<file path="src/rtl/riot_pkg.sv">
// Shared constants for the RRIOT port A/B block: register addresses, status bit positions, edge polarity.
package riot_pkg;

  localparam logic [2:0] ADDR_PA       = 3'b000;
  localparam logic [2:0] ADDR_DDRA     = 3'b001;
  localparam logic [2:0] ADDR_PB       = 3'b010;
  localparam logic [2:0] ADDR_DDRB     = 3'b011;
  localparam logic [2:0] ADDR_IRQ_MASK = 3'b100;

  localparam int FLAG_PA7   = 7;
  localparam int FLAG_TIMER = 6;

  localparam logic EDGE_FALL = 1'b0;
  localparam logic EDGE_RISE = 1'b1;

  function automatic logic [7:0] status_byte(input logic pa7_flag, input logic timer_active);
    status_byte             = 8'h00;
    status_byte[FLAG_PA7]   = pa7_flag;
    status_byte[FLAG_TIMER] = timer_active;
  endfunction

endpackage

</file>
<file path="src/rtl/riot_sync_edge.sv">
// N-bit pin synchroniser (STAGES cycles) plus MSB edge detector one cycle after that; no backpressure.
module riot_sync_edge
  import riot_pkg::*;
#(
  parameter int W      = 8,
  parameter int STAGES = 2
) (
  input  logic         clk,
  input  logic         rst_n,
  input  logic [W-1:0] d_i,
  input  logic         edge_pol_i,
  output logic [W-1:0] q_sync_o,
  output logic         edge_o
);

  logic [STAGES-1:0][W-1:0] sync_q;
  logic                     msb_prev_q;

  always_ff @(posedge clk or negedge rst_n) begin
    if (!rst_n) begin
      sync_q     <= '0;
      msb_prev_q <= 1'b0;
    end else begin
      sync_q     <= {sync_q[STAGES-2:0], d_i};
      msb_prev_q <= q_sync_o[W-1];
    end
  end

  assign q_sync_o = sync_q[STAGES-1];
  assign edge_o   = (edge_pol_i == EDGE_RISE) ? (q_sync_o[W-1] & ~msb_prev_q)
                                              : (~q_sync_o[W-1] & msb_prev_q);

endmodule

</file>
<file path="src/rtl/riot_io_ports.sv">
// RRIOT port A/B registers, PA7 edge interrupt and PB7 timer-IRQ pin; reads captured one posedge
// into a latch, irq_n registered one cycle after flag/timer; no backpressure.
module riot_io_ports
  import riot_pkg::*;
#(
  parameter bit PB7_IRQ     = 1'b1,
  parameter int SYNC_STAGES = 2
) (
  input  logic       clk,
  input  logic       rst_n,
  input  logic       enable,
  input  logic       we_n,
  input  logic [2:0] A,
  input  logic [7:0] DI,
  output logic [7:0] DO,
  output logic       OE,
  input  logic [7:0] pa_in,
  output logic [7:0] pa_out,
  output logic [7:0] pa_oe,
  input  logic [7:0] pb_in,
  output logic [7:0] pb_out,
  output logic [7:0] pb_oe,
  input  logic       timer_irq_n,
  input  logic       timer_irq_en,
  output logic       irq_n
);

  logic [7:0] ora_q, ora_d, orb_q, orb_d, ddra_q, ddra_d, ddrb_q, ddrb_d, rdata_q, rdata_d;
  logic       pa7_ie_q, pa7_ie_d, edge_pol_q, edge_pol_d, pa7_flag_q, pa7_flag_d, irq_n_q, irq_n_d;
  logic [7:0] pa_sync, pb_sync;
  logic       pa7_edge, unused_pb7_edge;
  logic       rd_access, wr_access, irq_sel, timer_active, pb7_timer;

  assign rd_access    = enable & we_n;
  assign wr_access    = enable & ~we_n;
  assign irq_sel      = |(A & ADDR_IRQ_MASK);
  assign timer_active = timer_irq_en & ~timer_irq_n;

  riot_sync_edge #(.W(8), .STAGES(SYNC_STAGES)) u_sync_pa (
    .clk        (clk),
    .rst_n      (rst_n),
    .d_i        (pa_in),
    .edge_pol_i (edge_pol_q),
    .q_sync_o   (pa_sync),
    .edge_o     (pa7_edge)
  );

  riot_sync_edge #(.W(8), .STAGES(SYNC_STAGES)) u_sync_pb (
    .clk        (clk),
    .rst_n      (rst_n),
    .d_i        (pb_in),
    .edge_pol_i (EDGE_FALL),
    .q_sync_o   (pb_sync),
    .edge_o     (unused_pb7_edge)
  );

  always_comb begin
    ora_d      = ora_q;
    orb_d      = orb_q;
    ddra_d     = ddra_q;
    ddrb_d     = ddrb_q;
    pa7_ie_d   = pa7_ie_q;
    edge_pol_d = edge_pol_q;
    rdata_d    = rdata_q;
    if (wr_access) begin
      if (irq_sel) begin
        pa7_ie_d   = A[0];
        edge_pol_d = A[1];
      end else begin
        case (A)
          ADDR_PA:   ora_d  = DI;
          ADDR_DDRA: ddra_d = DI;
          ADDR_PB:   orb_d  = DI;
          ADDR_DDRB: ddrb_d = DI;
          default:   ;
        endcase
      end
    end
    if (rd_access) begin
      if (irq_sel) begin
        rdata_d = status_byte(pa7_flag_q, timer_active);
      end else begin
        case (A)
          ADDR_PA:   rdata_d = pa_sync;
          ADDR_DDRA: rdata_d = ddra_q;
          ADDR_PB:   rdata_d = (orb_q & ddrb_q) | (pb_sync & ~ddrb_q);
          ADDR_DDRB: rdata_d = ddrb_q;
          default:   ;
        endcase
      end
    end
    // A new edge beats a clearing status read in the same cycle.
    pa7_flag_d = pa7_edge | (pa7_flag_q & ~(rd_access & irq_sel));
    irq_n_d    = ~((pa7_flag_q & pa7_ie_q) | timer_active);
  end

  always_ff @(posedge clk or negedge rst_n) begin
    if (!rst_n) begin
      ora_q      <= 8'h00;
      orb_q      <= 8'h00;
      ddra_q     <= 8'h00;
      ddrb_q     <= 8'h00;
      rdata_q    <= 8'h00;
      pa7_ie_q   <= 1'b0;
      edge_pol_q <= EDGE_FALL;
      pa7_flag_q <= 1'b0;
      irq_n_q    <= 1'b1;
    end else begin
      ora_q      <= ora_d;
      orb_q      <= orb_d;
      ddra_q     <= ddra_d;
      ddrb_q     <= ddrb_d;
      rdata_q    <= rdata_d;
      pa7_ie_q   <= pa7_ie_d;
      edge_pol_q <= edge_pol_d;
      pa7_flag_q <= pa7_flag_d;
      irq_n_q    <= irq_n_d;
    end
  end

  // PB7 becomes an open-drain copy of the timer IRQ; ORB[7]/DDRB[7] are kept but not driven.
  assign pb7_timer = PB7_IRQ && timer_irq_en;
  assign pb_out    = pb7_timer ? {1'b0, orb_q[6:0]} : orb_q;
  assign pb_oe     = pb7_timer ? {~timer_irq_n, ddrb_q[6:0]} : ddrb_q;
  assign pa_out    = ora_q;
  assign pa_oe     = ddra_q;
  assign DO        = rd_access ? rdata_q : 8'h00;
  assign OE        = rd_access;
  assign irq_n     = irq_n_q;

endmodule

</file>
<file path="config.mk">
export PLATFORM = sky130hd
export DESIGN_NAME = riot_io_ports
export DESIGN_NICKNAME = d
export VERILOG_FILES = /design/src/rtl/riot_pkg.sv /design/src/rtl/riot_sync_edge.sv /design/src/rtl/riot_io_ports.sv
export SDC_FILE = /design/constraint.sdc
export NUM_CORES = 1
export LEC_CHECK = 0
export CORE_MARGIN = 5
export CORE_UTILIZATION = 45
export CTS_CLUSTER_DIAMETER = 40
export DETAILED_ROUTE_END_ITERATION = 7
export GPL_TIMING_DRIVEN = 0
export PLACE_DENSITY = 0.79
export SLEW_MARGIN = 20
export SYNTH_ARGS = -nofsm -noshare
export SYNTH_HDL_FRONTEND = slang
export SYNTH_HIERARCHICAL = 1
export SYNTH_SLANG_ARGS = --single-unit
</file>
<file path="constraint.sdc">
create_clock -name clk -period 1.2 [get_ports clk]
set_input_delay 0.18 -clock clk [delete_from_list [all_inputs] [get_ports clk]]
set_output_delay 0.18 -clock clk [all_outputs]
set_load 0.05 [all_outputs]
</file>
==> flow_metrics.env, run 1 <==
export IMPL_drv_cap=0
export IMPL_initial_core_util_pct=47.0
export IMPL_violations="negative setup slack"
export IMPL_finalPower_mw=8.31
export IMPL_crit_path_top_delay_cell="dfrtp_1"
export IMPL_path_cells="a21o_1, buf_6"
export IMPL_p_sw_mw=2.78
export IMPL_clkSinkCount=77
export IMPL_h_tree_depth=3
export IMPL_crit_family="flip-flops"
export IMPL_grt_pass1_wl_um=12400
export IMPL_final_cell_count_no_fill=453
export IMPL_fin_worst_hold_slack_ns=0.244
export IMPL_nFillCells=481
export IMPL_die_h_um=94.7
export IMPL_wire_per_inst_um=16.8
export IMPL_setup_worst_path_end_class="output port"
export IMPL_p_sw_share_pct=33.4
export IMPL_grt_max_degree=62
export IMPL_seqPwrFrac_pct=39.3
export IMPL_r2r_end="rdata_q[6]"
export IMPL_maxSlewViolCount=0
export IMPL_clk_pin_slew_ns=0.07
export IMPL_crit_fanout=3
export IMPL_area_growth_syn_to_layout_pct=48.8
export IMPL_firstDrtPassIters=5
export IMPL_max_freq_ghz=0.788
export IMPL_fin_nets=385
export IMPL_p_leak_nw=2.22
export IMPL_power_density_nw_per_um2=1730
export IMPL_slew_headroom_pct=58.5
export IMPL_cp_required_ns=1.02
export IMPL_path_depth=2
export IMPL_skew_ns=0.00997
export IMPL_finalWeightedCongestion=0.803
export IMPL_rr_startpoint="u_sync_pb/q_sync_o[6]"
export IMPL_setup_viol=14
export IMPL_syn_area_sq_um=3230
export IMPL_drt_initial_drc_count=72
export IMPL_vias=2236
export IMPL_multi_input_area_sq_um=1120
export IMPL_rsz0062_at_grt="yes"
export IMPL_drive_gt1_share_pct=57.7
export IMPL_timing_final_crit_share_pct=106
export IMPL_cts_buffers_inserted=9
export IMPL_routed_wl_um=7630
export IMPL_io_pins=75
export IMPL_syn_nets=271
export IMPL_vias_per_cell=4.94
export IMPL_root_buffer="clkbuf_8"
export IMPL_intPower_mw=5.53
export IMPL_grt_usage_pct=18.1
export IMPL_ant_nets=0
export IMPL_crit_type="reg -> out"
export IMPL_overflow=0
export IMPL_grt_pass1_vias=2453
export IMPL_clockPowerShare_pct=24.4
export IMPL_clock_latency_ns=0.34
export IMPL_avgSynthCellArea_sq_um=13.6
export IMPL_dp_hpwl_um=4980
export IMPL_combinationalPowerShare_pct=36.4
export IMPL_worst_slack_ns=-0.0684
export IMPL_crit_path_start_kind="register"
export IMPL_reg2reg_slack_ns=-0.04
export IMPL_cp_arrival_ns=1.09
export IMPL_worst_pin_slew_ns=0.623
export IMPL_min_period_ns=1.27
export IMPL_critPathBufInv=1
export IMPL_port_buffers=73
export IMPL_vdd_drop_max_mv=0.959
export IMPL_critPathMaxStageDelay_ns=0.42
export IMPL_outcome="finished, violations left"
export IMPL_drc=0
export IMPL_netlist_instances=238
export IMPL_clockBufferDepth=2
export IMPL_regArea_sq_um=1940
export IMPL_fp_row_count=30
export IMPL_diodes=0
export IMPL_grt_antenna_before_repair=0
export IMPL_dp_cells=408
export IMPL_hold_path_class="in -> async"
export IMPL_yosys_warnings=6
export IMPL_core_area_sq_um=6870
export IMPL_reg2reg_depth=4
export IMPL_die_width_um=94.7
export IMPL_dieArea_sq_um=8970
export IMPL_hold_viol=0
export IMPL_cts_tree="yes"
layer usage:
layer / track usage (%) / vias to the layer above / wire (um)
met2: 30.7 / 57 / 3950
met4: 6.25 / 0 / 108
met5: 0 / - / 0
met1: 23.2 / 1119 / 3230
li1: - / 1050 / -
met3: 3.35 / 10 / 341
final cells by class:
class / count / area share, %
multi-input combinational: 115 / 23.4
buffer: 41 / 7.71
inverter: 4 / 0.312
timing repair buffer: 104 / 21.4
tap: 96 / 2.50
sequential: 77 / 40.3
clock inverter: 3 / 0.885
clock buffer: 13 / 3.52
flip-flops by register name (all words and copies together), names as in the netlist:
| signal | count |
|---|---|
| u_sync_pa/msb_prev_q | 1 |
| edge_pol_q | 1 |
| pa7_ie_q | 1 |
| u_sync_pb/q_sync_o | 8 |
| pa_oe | 8 |
| orb_q | 8 |
| rdata_q | 8 |
| pa_out | 8 |
| u_sync_pb/sync_q | 8 |
| u_sync_pa/sync_q | 8 |
| u_sync_pa/q_sync_o | 8 |
| ddrb_q | 8 |
| pa7_flag_q | 1 |
| irq_n | 1 |
worst max path at each step:
| stage | start | to | slack [ns] |
|---|---|---|---|
| 4_1_cts | ddrb_q[7] | pb_oe[7] | -0.08 |
| 3_5_place_dp | we_n | OE | -1.10 |
| 6_report | ddrb_q[7] | pb_oe[7] | -0.07 |
| 2_1_floorplan | we_n | pa_oe[3] | -0.004 |
| 5_1_grt | ddrb_q[7] | pb_oe[7] | -0.12 |
| 3_3_place_gp | rst_n | pa_oe[7] | -2.89 |
metrics by stage:
stage / cell area, sq um / TNS, ns / utilization (%) / setup WS [ns]
2_1_floorplan: 3240 / -0.0295 / - / -0.00418
4_1_cts: 4610 / -0.455 / 67.1 / -0.0822
5_1_grt: 4800 / -1.28 / 69.9 / -0.115
3_3_place_gp: 4090 / -243.22 / 59.6 / -2.89
6_report: 4800 / -0.287 / 69.9 / -0.0684
3_5_place_dp: 4120 / -43.31 / 59.9 / -1.10
repair_timing:
action                                  CTS  global route
resized for setup                       324            41
setup buffers                            21             8
pin swaps                                18             2
hold endpoints to repair                 16             0
endpoints found under the setup margin   84            62
hold buffers                              1             0
worst reg2reg max path, cell delays in order, from the launching register on:
cell	delay (ns)
dfrtp_1	0.36
buf_4	0.13
mux2i_2	0.18
o221ai_2	0.14
a221o_1	0.31
cell usage in the layout (no fill, tap or decap), types with 8 or more instances in the layout:
cell             instances
and3_4                   8
buf_2                   14
buf_4                   48
buf_6                   22
buf_8                   21
clkbuf_8                13
clkdlybuf4s50_1         25
dfrtp_1                 69
mux2_2                  33
nor3_1                   9
power groups by stage:
stage,Clock [mW],Combinational [mW],Sequential (mW)
detailed placement,0,2.48,3.29
CTS,2.06,2.81,3.23
finish,2.02,3.02,3.26
global placement,0,2.44,3.28
global route,2.18,3.18,3.31
floorplan,0,1.20,3.69
No activity file was read; power rests on OpenSTA's default activity.
==> run 2: changes to the inputs <==
--- a/config.mk
+++ b/config.mk
@@ -5,7 +5,6 @@
 export SDC_FILE = /design/constraint.sdc
 export NUM_CORES = 1
 export LEC_CHECK = 0
-export CORE_MARGIN = 5
 export CORE_UTILIZATION = 45
 export CTS_CLUSTER_DIAMETER = 40
 export DETAILED_ROUTE_END_ITERATION = 7
==> run 2 against run 1 <==
Against the previous run:
- the run still ends with negative setup slack left
- critical path type is now reg -> reg
- design area shrank 1.9%
- first-iteration DRC count grew 47%
- critical path depth grew 1
- clock-buffer cell count is the same
- worst setup slack gained 0.0083 ns
- core utilization shrank 1.3 points
==> flow_metrics.env, run 2 (same netlist as run 1, synthesis figures left out) <==
export IMPL_final_cell_count_no_fill=448
export IMPL_final_area_sq_um=4710
export IMPL_hold_path_class="in -> async"
export IMPL_port_buffers=73
export IMPL_grt_antenna_before_repair=0
export IMPL_vias_per_cell=4.92
export IMPL_worst_slack_ns=-0.0601
export IMPL_drt_initial_drc_count=106
export IMPL_clkSinkCount=77
export IMPL_final_cell_mix="dfrtp_1 (71), buf_4 (47), mux2_2 (33)"
export IMPL_fin_worst_hold_slack_ns=0.246
export IMPL_area_growth_syn_to_layout_pct=46.0
export IMPL_finalPower_mw=8.22
export IMPL_power_density_nw_per_um2=1740
export IMPL_crit_type="reg -> reg"
export IMPL_cts_tree="yes"
export IMPL_dp_hpwl_um=4700
export IMPL_cp_arrival_ns=1.48
export IMPL_finalWeightedCongestion=0.801
export IMPL_timing_final_crit_share_pct=105
export IMPL_dieArea_sq_um=7520
export IMPL_die_h_um=86.7
export IMPL_setup_viol=17
export IMPL_overflow=0
export IMPL_fin_nets=380
export IMPL_maxSlewViolCount=0
export IMPL_dpl_cell_area_sq_um=4120
export IMPL_diodes=0
export IMPL_min_period_ns=1.26
export IMPL_rsz0062_at_grt="yes"
export IMPL_wire_per_inst_um=16.0
export IMPL_dp_cells=408
export IMPL_ant_nets=0
export IMPL_grt_pass1_wl_um=11200
export IMPL_critPathBufInv=0
export IMPL_drv_cap=0
export IMPL_clockBufferDepth=2
export IMPL_crit_family="compound AO/OA/AOI/OAI gates"
export IMPL_cp_required_ns=1.42
export IMPL_routed_wl_um=7190
export IMPL_crit_path_start_kind="register"
export IMPL_skew_ns=0.00986
export IMPL_max_freq_ghz=0.794
export IMPL_grt_max_degree=60
export IMPL_io_pins=75
export IMPL_setup_worst_path_end_class="register"
export IMPL_critPathMaxStageDelay_ns=0.43
export IMPL_drive_gt1_share_pct=55.7
export IMPL_path_cells="mux2i_2, o221ai_2, a221o_1"
export IMPL_grt_usage_pct=20.3
export IMPL_outcome="finished, violations left"
export IMPL_violations="negative setup slack"
export IMPL_clock_latency_ns=0.34
export IMPL_root_buffer="clkbuf_8"
export IMPL_crit_path_top_delay_cell="dfrtp_1"
export IMPL_slew_headroom_pct=78.9
export IMPL_initial_core_util_pct=47.0
export IMPL_worst_pin_slew_ns=0.317
export IMPL_vdd_drop_max_mv=1.15
export IMPL_nFillCells=470
export IMPL_hold_viol=0
export IMPL_core_area_sq_um=6870
export IMPL_crit_fanout=4
export IMPL_layout_commonest_cell="dfrtp_1"
export IMPL_drc=0
export IMPL_vias=2206
export IMPL_clk_pin_slew_ns=0.07
export IMPL_p_leak_nw=2.18
export IMPL_cts_buffers_inserted=9
export IMPL_grt_pass1_vias=2209
export IMPL_die_width_um=86.7
export IMPL_h_tree_depth=3
export IMPL_firstDrtPassIters=4
export IMPL_tns_ns=-0.421
export IMPL_fp_row_count=30
## run 2: changes by cell type in the layout (fill, tap and decap cells not counted), moves of 2 or more
| cell | before | now |
|---|---|---|
| dfrtp_2 | 7 | 5 |
| clkbuf_4 | 7 | 4 |
| buf_8 | 21 | 16 |
| buf_2 | 14 | 17 |
| dfrtp_1 | 69 | 71 |
| mux2i_2 | 6 | 4 |
| buf_6 | 22 | 25 |
## run 2: worst paths after layout
path                                startpoint                    end  slack [ns]  cells past startpoint
min reg2reg                u_sync_pb/sync_q[3]  u_sync_pb/q_sync_o[3]        0.35                      0
max                                  ddrb_q[6]             rdata_q[6]       -0.06                      3
max in group asynchronous                rst_n                  irq_n        0.35                      3
max reg2reg                          ddrb_q[6]             rdata_q[6]       -0.06                      3
min                                      rst_n              pa_out[2]        0.25                      2
min in group clk                      pb_in[7]    u_sync_pb/sync_q[7]        0.27                      1
## run 2: worst register-to-register path: stages (launching register included)
cell and delay (ns):
dfrtp_1 0.43, mux2i_2 0.25, o221ai_2 0.14, a221o_1 0.32
## run 2: metal layers
metal | global-route usage [%] | share of wire, %
met4 | 10.2 | 1.9
met2 | 32.3 | 51
met3 | 3.81 | 4.0
met1 | 26.9 | 44
met5 | 0 | 0
## run 2: area by class of cell
| class | instances | area [sq um] | share of cell area (%) |
|---|---|---|---|
| Tap cell | 96 | 120 | 2.55 |
| Timing Repair Buffer | 101 | 972 | 20.6 |
| Sequential cell | 77 | 1930 | 41.0 |
| Multi-Input combinational cell | 115 | 1120 | 23.8 |
| Buffer | 39 | 342 | 7.25 |
| Inverter | 4 | 15.0 | 0.318 |
| Clock inverter | 3 | 42.5 | 0.902 |
| Clock buffer | 13 | 169 | 3.58 |
## run 2: power breakdown
part | internal [mW] | switching, mW
logic | 1.37 | 1.58
registers | 2.98 | 0.272
clock network | 1.13 | 0.899
## run 2: repair_timing
item / 4_1_cts / 5_1_grt
pin swaps: 17 / 10
hold buffers: 1 / 0
resized for setup: 309 / 41
setup endpoints to repair: 84 / 51
hold endpoints to repair: 18 / 0
setup buffers: 22 / 4
## run 2: through the flow
stage / setup slack, ns / util, %
floorplan: -0.00418 / -
global placement: -2.85 / 59.6
detailed placement: -1.10 / 59.9
CTS: -0.0676 / 66.7
global route: -0.0922 / 68.6
finish: -0.0601 / 68.6
==> run 3: changes to the inputs <==
--- a/config.mk
+++ b/config.mk
@@ -5,11 +5,11 @@
 export SDC_FILE = /design/constraint.sdc
 export NUM_CORES = 1
 export LEC_CHECK = 0
-export CORE_UTILIZATION = 45
+export CORE_UTILIZATION = 50
 export CTS_CLUSTER_DIAMETER = 40
 export DETAILED_ROUTE_END_ITERATION = 7
 export GPL_TIMING_DRIVEN = 0
-export PLACE_DENSITY = 0.79
+export PLACE_DENSITY = 0.83
 export SLEW_MARGIN = 20
 export SYNTH_ARGS = -nofsm -noshare
 export SYNTH_HDL_FRONTEND = slang
==> constraint.sdc (replaced) <==
create_clock -name clk -period 1.45 [get_ports clk]
set_input_delay 0.2175 -clock clk [delete_from_list [all_inputs] [get_ports clk]]
set_output_delay 0.2175 -clock clk [all_outputs]
set_load 0.05 [all_outputs]
==> run 3 against run 2 <==
Against the previous run:
- the run now ends clean
- global-route usage increased by 3.4 points
- via count decreased by 2.6%
- first-iteration DRC count increased by 44%
- register-to-register slack gained 0.29 ns
- worst setup slack gained 0.11 ns
==> flow_metrics.env, run 3 (same netlist as run 1, synthesis figures left out) <==
export IMPL_reg2reg_slack_ns=0.23
export IMPL_fin_nets=359
export IMPL_critPathBufInv=2
export IMPL_crit_type="in -> out"
export IMPL_grt_pass1_wl_um=11300
export IMPL_dpl_cell_area_sq_um=4080
export IMPL_grt_antenna_before_repair=0
export IMPL_clock_latency_ns=0.35
export IMPL_crit_fanout=3
export IMPL_nFillCells=444
export IMPL_outcome="finished, final reports clean"
export IMPL_timing_final_crit_share_pct=96.5
export IMPL_wire_per_inst_um=17.2
export IMPL_setup_viol=0
export IMPL_max_freq_ghz=0.715
export IMPL_h_tree_depth=3
export IMPL_clkSinkCount=77
export IMPL_p_leak_nw=1.98
export IMPL_hold_viol=0
export IMPL_finalPower_mw=6.12
export IMPL_grt_pass1_vias=2239
export IMPL_diodes=0
export IMPL_path_cells="clkdlybuf4s50_1, nor2b_4, a21o_1, buf_4"
export IMPL_clockPowerShare_pct=25.6
export IMPL_worst_slack_ns=0.0505
export IMPL_regArea_sq_um=1930
export IMPL_combinationalPowerShare_pct=30.6
export IMPL_drt_initial_drc_count=153
export IMPL_cp_arrival_ns=1.18
export IMPL_core_area_sq_um=6060
export IMPL_routed_wl_um=6960
export IMPL_power_density_nw_per_um2=1470
export IMPL_vias=2149
export IMPL_place_ws_ns=-0.979
export IMPL_rr_startpoint="u_sync_pa/q_sync_o[5]"
export IMPL_die_h_um=82.4
export IMPL_critPathMaxStageDelay_ns=0.50
export IMPL_dp_hpwl_um=4640
export IMPL_slew_headroom_pct=68.6
export IMPL_skew_ns=0.00953
export IMPL_hold_path_class="in -> async"
export IMPL_setup_worst_path_end_class="output port"
export IMPL_io_pins=75
export IMPL_overflow=0
export IMPL_port_buffers=73
export IMPL_final_area_sq_um=4170
export IMPL_clk_pin_slew_ns=0.08
export IMPL_grt_usage_pct=23.8
export IMPL_die_width_um=82.4
export IMPL_drc=0
export IMPL_seqPwrFrac_pct=43.8
export IMPL_r2r_end="rdata_q[5]"
export IMPL_p_sw_share_pct=35.5
export IMPL_ant_nets=0
export IMPL_fp_row_count=28
export IMPL_fin_worst_hold_slack_ns=0.268
export IMPL_initial_core_util_pct=53.3
export IMPL_crit_family="buffers and inverters"
export IMPL_cts_buffers_inserted=9
export IMPL_dp_cells=387
export IMPL_grt_max_degree=61
export IMPL_final_cell_mix="dfrtp_1 (76), buf_4 (40), mux2_2 (34)"
export IMPL_worst_pin_slew_ns=0.470
export IMPL_finalWeightedCongestion=0.819
export IMPL_min_period_ns=1.40
export IMPL_vdd_drop_max_mv=0.883
export IMPL_maxSlewViolCount=0
export IMPL_crit_path_top_delay_cell="clkdlybuf4s50_1"
export IMPL_root_buffer="clkbuf_8"
export IMPL_layout_commonest_cell="dfrtp_1"
export IMPL_clockBufferDepth=2
export IMPL_intPower_mw=3.95
export IMPL_final_cell_count_no_fill=406
export IMPL_drv_cap=0
export IMPL_vias_per_cell=5.29
export IMPL_area_growth_syn_to_layout_pct=29.3
export IMPL_p_sw_mw=2.17
export IMPL_reg2reg_depth=4
export IMPL_crit_path_start_kind="primary input"
export IMPL_cts_tree="yes"
export IMPL_multi_input_area_sq_um=1010
export IMPL_cp_required_ns=1.23
export IMPL_rsz0062_at_grt="no"
export IMPL_dieArea_sq_um=6780
export IMPL_drive_gt1_share_pct=44.4
export IMPL_firstDrtPassIters=4
## run 3: metrics by stage
| stage | utilization, % | TNS (ns) |
|---|---|---|
| 2_1_floorplan | - | 0 |
| 3_3_place_gp | 66.9 | -210.14 |
| 3_5_place_dp | 67.3 | -27.74 |
| 4_1_cts | 69.7 | 0 |
| 5_1_grt | 68.9 | 0 |
| 6_report | 68.9 | 0 |
## run 3: power groups by stage
stage / logic [mW] / registers, mW / clock network (mW)
finish: 1.87 / 2.68 / 1.57
global route: 1.97 / 2.73 / 1.69
detailed placement: 2.04 / 2.72 / 0
global placement: 2.00 / 2.70 / 0
floorplan: 0.988 / 3.05 / 0
CTS: 1.93 / 2.68 / 1.60
## run 3: final cells by class
cell class | instances | share of cell area [%]
sequential | 77 | 46.2
multi-input combinational | 115 | 24.1
timing repair buffer | 77 | 15.1
buffer | 42 | 7.37
clock buffer | 10 | 3.06
tap | 75 | 2.25
clock inverter | 6 | 1.53
inverter | 4 | 0.360
## run 3: worst register-to-register path: cells and delay by family, from the launching register on
kind            cells  cell delay [ns]
compound gates      2             0.52
flops               1             0.37
buf+inv             1             0.12
simple gates        1             0.11
## run 3: per-layer routing
metal | global-route usage [%] | up-vias | share of wire, %
met5 | 0 | - | 0
met4 | 12.3 | 0 | 2.8
met3 | 6.70 | 15 | 7.1
met2 | 36.0 | 90 | 48
met1 | 31.2 | 1050 | 42
li1 | - | 994 | -
## run 3: repair_timing
item,4_1_cts,5_1_grt
setup endpoints to repair,70,22
hold buffers,1,0
gates cloned,0,0
pin swaps,2,0
endpoints found under the hold margin,17,0
setup buffers,2,0
resized for setup,175,25
## run 3: how the worst max path moves through the flow
stage / start / end / slack [ns] / cells past startpoint
floorplan: orb_q[7] / pb_out[7] / 0.18 / 1
global placement: rst_n / u_sync_pb/sync_q[3] / -2.40 / 1
detailed placement: we_n / OE / -0.98 / 5
CTS: irq_n / irq_n / 0.000007 / 1
global route: we_n / DO[4] / 0.002 / 4
finish: timer_irq_en / pb_oe[7] / 0.05 / 4
